## config.mk

```make
export PLATFORM = sky130hd
export DESIGN_NAME = mem_loader
export DESIGN_NICKNAME = d
export VERILOG_FILES = /design/src/rtl/mem_loader_pkg.sv /design/src/rtl/mem_loader.sv
export SDC_FILE = /design/constraint.sdc
export NUM_CORES = 1
export LEC_CHECK = 0
export CORE_ASPECT_RATIO = 0.75
export CORE_MARGIN = 10
export CORE_UTILIZATION = 46
export CTS_CLUSTER_SIZE = 12
export DETAILED_ROUTE_END_ITERATION = 8
export PLACE_DENSITY = 0.83
export SYNTH_ARGS = -nofsm -noshare
export SYNTH_HDL_FRONTEND = slang
export SYNTH_SLANG_ARGS = --single-unit
```

## constraint.sdc

```tcl
create_clock -name clk -period 3.4 [get_ports clk]
set_input_delay 0.68 -clock clk [delete_from_list [all_inputs] [get_ports clk]]
set_output_delay 0.68 -clock clk [all_outputs]
set_load 0.005 [all_outputs]
```

## src/rtl/mem_loader_pkg.sv

```systemverilog
// Shared definitions for the stream-driven cache loader: header layout,
// target codes and FSM state encoding.
package mem_loader_pkg;

  typedef enum logic [1:0] {
    TGT_ICACHE  = 2'b00,
    TGT_DCACHE  = 2'b01,
    TGT_START   = 2'b10,
    TGT_ILLEGAL = 2'b11
  } target_e;

  typedef enum logic [1:0] {
    ST_IDLE = 2'd0,
    ST_LOAD = 2'd1,
    ST_RUN  = 2'd2,
    ST_ERR  = 2'd3
  } state_e;

  localparam int HDR_TGT_MSB  = 31;
  localparam int HDR_TGT_LSB  = 30;
  localparam int HDR_CNT_MSB  = 29;
  localparam int HDR_CNT_LSB  = 16;
  localparam int HDR_BASE_MSB = 15;
  localparam int HDR_BASE_LSB = 0;

  localparam int CNT_W  = HDR_CNT_MSB - HDR_CNT_LSB + 1;
  localparam int BASE_W = HDR_BASE_MSB - HDR_BASE_LSB + 1;

  function automatic target_e hdr_target(input logic [31:0] w);
    return target_e'(w[HDR_TGT_MSB:HDR_TGT_LSB]);
  endfunction

  function automatic logic [CNT_W-1:0] hdr_count(input logic [31:0] w);
    return w[HDR_CNT_MSB:HDR_CNT_LSB];
  endfunction

  function automatic logic [BASE_W-1:0] hdr_base(input logic [31:0] w);
    return w[HDR_BASE_MSB:HDR_BASE_LSB];
  endfunction

endpackage

```

## src/rtl/mem_loader.sv

```systemverilog
// Parses a header/data word stream and writes frames into the instruction or
// data cache, then releases the processor on a START frame.
module mem_loader
  import mem_loader_pkg::*;
#(
  parameter int IMEM_WORDS = 1024,
  parameter int DMEM_WORDS = 1024
) (
  input  logic        clk,
  input  logic        rst,
  input  logic        s_valid,
  input  logic [31:0] s_data,
  output logic        s_ready,
  output logic [31:0] icache_data,
  output logic [31:0] icache_addr,
  output logic        icache_we,
  output logic [31:0] dcache_data,
  output logic [31:0] dcache_addr,
  output logic        dcache_we,
  output logic        start,
  output logic        err
);

  localparam logic [16:0] IMEM_LIM = 17'(IMEM_WORDS);
  localparam logic [16:0] DMEM_LIM = 17'(DMEM_WORDS);

  state_e             state_q, state_d;
  logic               dc_sel_q, dc_sel_d;
  logic [BASE_W-1:0]  base_q, base_d;
  logic [CNT_W-1:0]   cnt_q, cnt_d;
  logic [CNT_W-1:0]   idx_q, idx_d;
  logic               icache_we_q, icache_we_d;
  logic               dcache_we_q, dcache_we_d;
  logic [31:0]        icache_addr_q, icache_addr_d;
  logic [31:0]        icache_data_q, icache_data_d;
  logic [31:0]        dcache_addr_q, dcache_addr_d;
  logic [31:0]        dcache_data_q, dcache_data_d;
  logic               start_q, start_d;
  logic               err_q, err_d;

  logic               xfer;
  target_e            h_tgt;
  logic [CNT_W-1:0]   h_cnt;
  logic [BASE_W-1:0]  h_base;
  logic [16:0]        h_end;
  logic               range_bad;
  logic [16:0]        wr_addr;
  logic               last_word;

  assign s_ready = ~rst & ((state_q == ST_IDLE) | (state_q == ST_LOAD));
  assign xfer    = s_valid & s_ready;

  // Header decode and 17-bit range check; the sum cannot wrap at this width.
  assign h_tgt     = hdr_target(s_data);
  assign h_cnt     = hdr_count(s_data);
  assign h_base    = hdr_base(s_data);
  assign h_end     = {1'b0, h_base} + {3'b000, h_cnt};
  assign range_bad = h_end > ((h_tgt == TGT_DCACHE) ? DMEM_LIM : IMEM_LIM);

  assign wr_addr   = {1'b0, base_q} + {3'b000, idx_q};
  assign last_word = (idx_q == cnt_q - 14'd1);

  always_comb begin
    state_d       = state_q;
    dc_sel_d      = dc_sel_q;
    base_d        = base_q;
    cnt_d         = cnt_q;
    idx_d         = idx_q;
    icache_we_d   = 1'b0;
    dcache_we_d   = 1'b0;
    icache_addr_d = icache_addr_q;
    icache_data_d = icache_data_q;
    dcache_addr_d = dcache_addr_q;
    dcache_data_d = dcache_data_q;
    start_d       = start_q;
    err_d         = err_q;

    unique case (state_q)
      ST_IDLE: begin
        if (xfer) begin
          unique case (h_tgt)
            TGT_ILLEGAL: begin
              state_d = ST_ERR;
              err_d   = 1'b1;
            end
            TGT_START: begin
              state_d = ST_RUN;
              start_d = 1'b1;
            end
            default: begin
              // An empty frame is consumed silently and the next word is a header.
              if (h_cnt != '0) begin
                if (range_bad) begin
                  state_d = ST_ERR;
                  err_d   = 1'b1;
                end else begin
                  state_d  = ST_LOAD;
                  dc_sel_d = (h_tgt == TGT_DCACHE);
                  base_d   = h_base;
                  cnt_d    = h_cnt;
                  idx_d    = '0;
                end
              end
            end
          endcase
        end
      end
      ST_LOAD: begin
        if (xfer) begin
          if (dc_sel_q) begin
            dcache_we_d   = 1'b1;
            dcache_addr_d = {15'd0, wr_addr};
            dcache_data_d = s_data;
          end else begin
            icache_we_d   = 1'b1;
            icache_addr_d = {15'd0, wr_addr};
            icache_data_d = s_data;
          end
          if (last_word) begin
            state_d = ST_IDLE;
            idx_d   = '0;
          end else begin
            idx_d   = idx_q + 14'd1;
          end
        end
      end
      default: begin
      end
    endcase
  end

  always_ff @(posedge clk) begin
    if (rst) begin
      state_q       <= ST_IDLE;
      dc_sel_q      <= 1'b0;
      base_q        <= '0;
      cnt_q         <= '0;
      idx_q         <= '0;
      icache_we_q   <= 1'b0;
      dcache_we_q   <= 1'b0;
      icache_addr_q <= '0;
      icache_data_q <= '0;
      dcache_addr_q <= '0;
      dcache_data_q <= '0;
      start_q       <= 1'b0;
      err_q         <= 1'b0;
    end else begin
      state_q       <= state_d;
      dc_sel_q      <= dc_sel_d;
      base_q        <= base_d;
      cnt_q         <= cnt_d;
      idx_q         <= idx_d;
      icache_we_q   <= icache_we_d;
      dcache_we_q   <= dcache_we_d;
      icache_addr_q <= icache_addr_d;
      icache_data_q <= icache_data_d;
      dcache_addr_q <= dcache_addr_d;
      dcache_data_q <= dcache_data_d;
      start_q       <= start_d;
      err_q         <= err_d;
    end
  end

  assign icache_we   = icache_we_q;
  assign icache_addr = icache_addr_q;
  assign icache_data = icache_data_q;
  assign dcache_we   = dcache_we_q;
  assign dcache_addr = dcache_addr_q;
  assign dcache_data = dcache_data_q;
  assign start       = start_q;
  assign err         = err_q;

endmodule
```

==> run summary, run 1 <==
status: completed
fraction of layout cells with a size suffix above 1: 12.8%
average wire per standard cell: 18.8 um
Setup crit end kind: flip-flop
ANT nets after route: 0
Post-synth ARST share: 0%
Setup Crit Path Kind: in -> reg
Setup-failing EPs final: 0
Comb pwr share: 11.7%
final worst-path cycle share: 97.7%
pins over their slew limit: 0
Mapped Area: 7710 um2
global routing usage on met1: 28.2%
P&R area growth vs syn: 35.5%
Clock Tree Buf Depth: 2
Clock Sinks: 149
Layout Nets: 1199
CP required: 3.73 ns
Routed WL: 25.4 mm
largest net degree at the start of global routing: 105
Internal: 3.02 mW
Lkg Pwr: 3.91 nW
Die W: 169 um
first-pass GRT wire length: 40.4 mm
switching share of power: 27.0%
GPL Wtd Cong: 0.912
power per cell area: 396 nW/um2
via count: 7598
Sequential Power Share: 42.7%
worst path arrival time: 3.65 ns
overall power: 4.14 mW
fin util: 64.4%
register bit total from synthesis: 149
commonest register cell after synthesis: dfxtp_1
sw power: 1.12 mW
num rows: 40
Total Routing Usage GR: 21.8%
register area share after synthesis: 38.7%
initial antenna violation count: 0
max-cap violations: 0
Critical Path Fanout Max: 6
Ant. Diodes: 0
drt pass-1 iters: 8
critical path startpoint category: primary input
FMAX: 301 MHz
io pins: 168
hold crit path type: reg -> reg
Layout Cells excl Fill: 1354
H-tree depth: 4
Tightest Pin Transition: 0.986 ns
hold_ws: 0.454 ns
via/cell ratio: 5.61
DR iter-0 viols: 763
grt met3 use: 7.27%
clk slew on worst S/H paths: 0.07 ns
Yosys cell types: 63
syn avg cell area: 8.15 um2
total grt overflow: 0
Ys Warns: 0
setup TNS: 0 ns
RSZ-0062 raised after global routing: false
root buf cell: clkbuf_16
final clock skew: 0.0105 ns
total CTS buffers: 17
met2 GRT Util: 34.0%
hold-fix buffers at CTS: 0
clock share of power: 45.5%
GR peak layer: met2
Worst slew margin: 34.3%
Starting Density: 47.5%
Hold Vio Cnt, Final: 0
core footprint: 16200 um2
hpwl dp: 18.5 mm
later-pin clock latency in the skew report: 0.42 ns
number of synthesized flops with an enable pin: 0
height of the chip: 132 um
final worst path period need: 3.32 ns
Cells after Synth: 946
port bufs: 137
Max rail drop VDD: 0.300 mV
TritonCTS clock tree: done
area of the die: 22400 um2
via count of the first global-routing pass: 7475
Placed Cells: 1315
drt drc: 0
[through the flow]
step	setup WS, ns	area, um2
4_1_cts	-0.000310	10400
3_5_place_dp	-0.703	9600
5_1_grt	0.0125	10400
6_report	0.0794	10400
3_3_place_gp	-0.556	9600
2_1_floorplan	0.00169	7830
[path summary, 6_finish.rpt]
kind / startpoint / to / slack, ns / depth (start not counted)
hold / removal: icache_data[12] / icache_data[12] / 0.45 / 2
setup reg to reg: cnt_q[8] / idx_q[12] / 0.25 / 8
setup / recovery: s_data[4] / base_q[4] / 0.08 / 12
hold reg to reg: icache_data[12] / icache_data[12] / 0.45 / 2
[timing repair]
action	4_1_cts	5_1_grt
cloned	3	0
resized for setup	55	5
pin swaps	13	5
setup endpoints to repair	46	47
setup buffers	5	0
[cell usage after synthesis, types with 3 or more instances]
cell	number	area share (%)
a211oi_1	7	0.68
nor2_1	36	1.8
nor2b_1	6	0.49
nor3_1	13	0.84
nor4_1	4	0.32
ha_1	30	4.9
buf_4	30	2.9
o21a_1	3	0.29
nand2_1	194	9.4
mux2i_1	30	3.9
o21ai_0	18	1.2
buf_6	3	0.44
dfxtp_1	149	39
a21oi_1	107	6.9
a41oi_1	3	0.34
nand3_1	11	0.71
and3_1	14	1.1
a21o_1	6	0.58
inv_1	17	0.83
xnor2_1	22	2.5
or4_1	4	0.39
nand4b_1	13	1.5
clkbuf_1	44	2.1
nand4_1	6	0.49
and2_1	4	0.32
nand3b_1	7	0.68
xor2_1	14	1.6
a211o_1	6	0.68
nor3b_1	4	0.39
o211ai_1	6	0.58
nand2b_1	63	5.1
or3_1	3	0.24
a31oi_1	25	2.0
o31ai_1	3	0.29
o21bai_1	4	0.39
[worst max-delay path: stages]
cell	delay [ns]
dlygate4sd2_1	0.34
ha_4	0.21
or4_1	0.48
a21oi_2	0.18
o31ai_1	0.12
or4_1	0.49
a41oi_2	0.23
o2111ai_2	0.18
nor3_4	0.22
buf_6	0.17
buf_12	0.13
mux2i_2	0.24
[cells in the final DEF, fill, tap and decap left out, types with 4 or more instances in the layout]
master,n
a211oi_1,7
o21ai_0,17
a31oi_1,25
nor3b_1,4
nand2_1,194
and3_1,14
o211ai_1,6
or4_1,4
xor2_1,14
inv_6,4
nand4_1,6
nand3b_1,7
nor2_1,36
a211o_1,6
nand4b_1,13
buf_6,4
a21oi_1,106
inv_1,17
and2_1,4
clkbuf_16,17
ha_4,6
xnor2_1,22
o21bai_1,4
nor3_1,13
inv_8,6
buf_4,74
nor2b_1,6
conb_1,30
ha_1,23
dfxtp_1,149
nand2b_1,62
a21o_1,6
clkdlybuf4s50_1,120
nand3_1,11
dlygate4sd2_1,12
mux2i_1,28
[state kept, by name (all words and copies together) (netlist names)]
name / count
icache_data: 32
err: 1
base_q: 16
icache_addr: 17
state_q: 2
cnt_q: 14
dc_sel_q: 1
dcache_data: 32
dcache_addr: 17
start: 1
icache_we: 1
idx_q: 14
dcache_we: 1
[kinds of logic after synthesis]
logic type	after synthesis	synth area share, %
AND/OR/NAND/NOR	389	24.7
AO/OA/AOI/OAI	210	16.6
other	1	0.0486
flip-flops	149	38.7
XOR/XNOR	36	4.09
adder cells (fa/ha/maj)	32	5.39
buffers and inverters	99	6.59
multiplexers	30	3.89
[routing by layer]
metal / share of wire (%) / vias to the layer above
met5: 0 / -
met4: 1.6 / 0
met1: 43 / 3603
met3: 10 / 41
li1: - / 3602
met2: 46 / 352
[layout make-up]
type | count | area, um2
repair buffers | 218 | 2060
clock buffers | 17 | 425
well taps | 210 | 263
fillers | 1291 | 5770
flip-flops and latches | 149 | 2980
multi-input cells | 727 | 4490
clock inverters | 14 | 156
inverters | 19 | 71.3
[power groups by stage]
stage	Sequential, mW	Clock [mW]	Combinational, mW
6_report	1.77	1.88	0.486
5_1_grt	1.77	1.97	0.525
4_1_cts	1.77	1.90	0.465
3_5_place_dp	1.81	0	0.437
3_3_place_gp	1.81	0	0.434
2_1_floorplan	1.80	0	0.248
No activity file was read; power rests on OpenSTA's default activity.
==> run 2: changes to the inputs <==
--- a/config.mk
+++ b/config.mk
@@ -7,10 +7,10 @@
 export LEC_CHECK = 0
 export CORE_ASPECT_RATIO = 0.75
 export CORE_MARGIN = 10
-export CORE_UTILIZATION = 46
+export CORE_UTILIZATION = 51
 export CTS_CLUSTER_SIZE = 12
 export DETAILED_ROUTE_END_ITERATION = 8
-export PLACE_DENSITY = 0.83
+export PLACE_DENSITY = 0.87
 export SYNTH_ARGS = -nofsm -noshare
 export SYNTH_HDL_FRONTEND = slang
 export SYNTH_SLANG_ARGS = --single-unit
==> constraint.sdc (replaced) <==
create_clock -name clk -period 3.1 [get_ports clk]
set_input_delay 0.62 -clock clk [delete_from_list [all_inputs] [get_ports clk]]
set_output_delay 0.62 -clock clk [all_outputs]
set_load 0.005 [all_outputs]
==> run 2 against run 1 <==
Against the previous run: the run now ends with setup timing left; clock power is 16% higher; register-to-register slack got worse by 0.14 ns; clock skew is essentially flat; critical path type unchanged; die area shrank 8.5%; critical path depth is 1 lower; worst hold slack got worse by 0.00061 ns; sequential cell count is the same; wire length grew 3.3%; non-clock buffer count is 18 higher; first-iteration DRC count rose by 13%.
==> run summary, run 2 (synthesis gave the netlist of run 1 again) <==
status: complete, but fails checks
failing checks: setup timing
CP top delay family: buffers and inverters
CP max stage delay: 0.49 ns (about the same)
clk slew on worst S/H paths: 0.06 ns (about the same)
largest net degree at the start of global routing: 165 (+57%)
hold crit path type: reg -> reg
Setup Crit Path Kind: in -> reg
core footprint: 14600 um2 (-9.7%)
FMAX: 316 MHz
drt pass-1 iters: 5 (-3)
Tightest Pin Transition: 0.694 ns (-0.292 ns)
Ant. Diodes: 0 (unchanged)
total CTS buffers: 17 (unchanged)
via count of the first global-routing pass: 7431 (-0.59%)
Setup-failing EPs final: 15 (+15)
CP max stage cell: clkdlybuf4s50_1
FF/Latch Area: 2980 um2 (unchanged)
overall power: 4.73 mW (+14%)
area of the die: 20500 um2 (-8.5%)
Lkg Pwr: 4.06 nW (+3.9%)
GR peak layer: met2
Total Routing Usage GR: 24.5% (+2.7 points)
power per cell area: 440 nW/um2 (+11%)
root buf cell: clkbuf_16
GPL Wtd Cong: 0.921 (+0.96%)
RSZ-0062 raised after global routing: true
TritonCTS clock tree: done
fin util: 73.4% (+9.0 points)
drt drc: 0 (unchanged)
Clock Tree Buf Depth: 2 (unchanged)
Max rail drop VDD: 0.387 mV (+29%)
Critical Path Fanout Max: 6 (unchanged)
io pins: 168 (unchanged)
via/cell ratio: 5.71 (+1.7%)
num rows: 38 (-5.0%)
H-tree depth: 4 (unchanged)
height of the chip: 126 um (-4.3%)
hold-fix buffers at CTS: 0 (unchanged)
ANT nets after route: 0 (unchanged)
critical path startpoint category: primary input
DR iter-0 viols: 861 (+13%)
most frequent cells in the layout: 194 x nand2_1, 149 x dfxtp_1, 118 x clkdlybuf4s50_1
Layout Nets: 1217 (+1.5%)
Starting Density: 52.6% (+5.1 points)
total grt overflow: 0 (unchanged)
grt met3 use: 8.60% (+1.3 points)
first-pass GRT wire length: 40.8 mm (+0.99%)
area of the multi-input gates: 4640 um2 (+3.5%)
P&R area growth vs syn: 39.4%
met2 GRT Util: 37.7% (+3.7 points)
setup ws final: -0.0644 ns (-0.144 ns)
number of fillers in the final layout: 1043 (-19%)
worst path arrival time: 3.51 ns (-0.14 ns)
fraction of layout cells with a size suffix above 1: 16.0% (+3.2 points)
Clock Sinks: 149 (unchanged)
crit path buf inv count: 3 (unchanged)
Die W: 162 um (-4.4%)
commonest non-fill, non-tap cell in the layout: nand2_1
final worst-path cycle share: 102%
pins over their slew limit: 0 (unchanged)
Hold Vio Cnt, Final: 0 (unchanged)
global routing usage on met1: 32.3% (+4.0 points)
average wire per standard cell: 19.3 um (+2.7%)
via count: 7771 (+2.3%)
final clock skew: 0.0106 ns (+0.000152 ns)
final worst path period need: 3.16 ns
hpwl dp: 18.3 mm (-0.82%)
port bufs: 137 (unchanged)
Setup crit end kind: flip-flop
Worst slew margin: 53.7% (+19 points)
later-pin clock latency in the skew report: 0.43 ns (about the same)
initial antenna violation count: 0 (unchanged)
Routed WL: 26.3 mm (+3.3%)
max-cap violations: 0 (unchanged)
CP cell instances: clkdlybuf4s50_1 > ha_1 > a21oi_2 > o31ai_2 > or4_1 > a41oi_2 > o2111ai_4 > nor3_4 > buf_6 > buf_12 > mux2i_4
CP required: 3.45 ns (-0.28 ns)
[run 2: cell types whose count changed in the layout (fill, tap and decap cells not counted), sizes merged, moves of 4 or more]
cell,delta
buf,+21
clkbuf,+10
dlygate4sd2,-10
inv,-4
[run 2: path summary, 6_finish.rpt]
kind | startpoint | end | slack (ns) | depth (start not counted)
worst max-delay path | s_data[25] | cnt_q[12] | -0.06 | 11
worst min register to register | dcache_addr[9] | dcache_addr[9] | 0.45 | 2
worst min-delay path | dcache_addr[9] | dcache_addr[9] | 0.45 | 2
worst max register to register | cnt_q[10] | idx_q[3] | 0.11 | 9
[run 2: final cells by class]
cell class                      instances  share of cell area [%]
Timing Repair Buffer                  236                    20.4
Sequential cell                       149                    27.8
Multi-Input combinational cell        727                    43.2
Tap cell                              200                    2.33
Clock inverter                         12                    1.56
Inverter                               19                   0.664
Clock buffer                           19                    4.12
[run 2: layer usage]
metal	part of all wire, %	vias up
met2	45	408
met1	42	3681
met3	10	45
met4	1.9	0
met5	0	-
li1	-	3637
[run 2: timing repair]
item | in CTS | in global routing
pin swaps | 15 | 22
buffers inserted | 8 | 5
setup endpoints to repair | 47 | 49
cloned | 4 | 0
gates resized for setup | 63 | 53
[run 2: tightest hold or removal path: stages, from the launching register on]
cell and delay, ns:
dfxtp_1 0.31, nand2_1 0.05, a21oi_1 0.05
[run 2: report_power, final]
part | switching, mW | internal [mW] | leakage [nW]
combinational | 0.318 | 0.280 | 2.56
clock | 0.886 | 1.30 | 0.301
sequential | 0.0133 | 1.93 | 1.20
total | 1.22 | 3.51 | 4.06
[run 2: through the flow]
stage	instances	setup slack, ns	setup TNS, ns	hold WS [ns]	cell area [um2]
4_1_cts	1361	-0.267	-10.10	0.455	10700
2_1_floorplan	975	-0.137	-5.30	0.442	7850
6_report	1362	-0.0644	-0.301	0.454	10700
3_5_place_dp	1318	-0.884	-38.72	0.445	9730
5_1_grt	1362	-0.126	-2.23	0.467	10700
3_3_place_gp	1318	-0.795	-35.81	0.437	9730
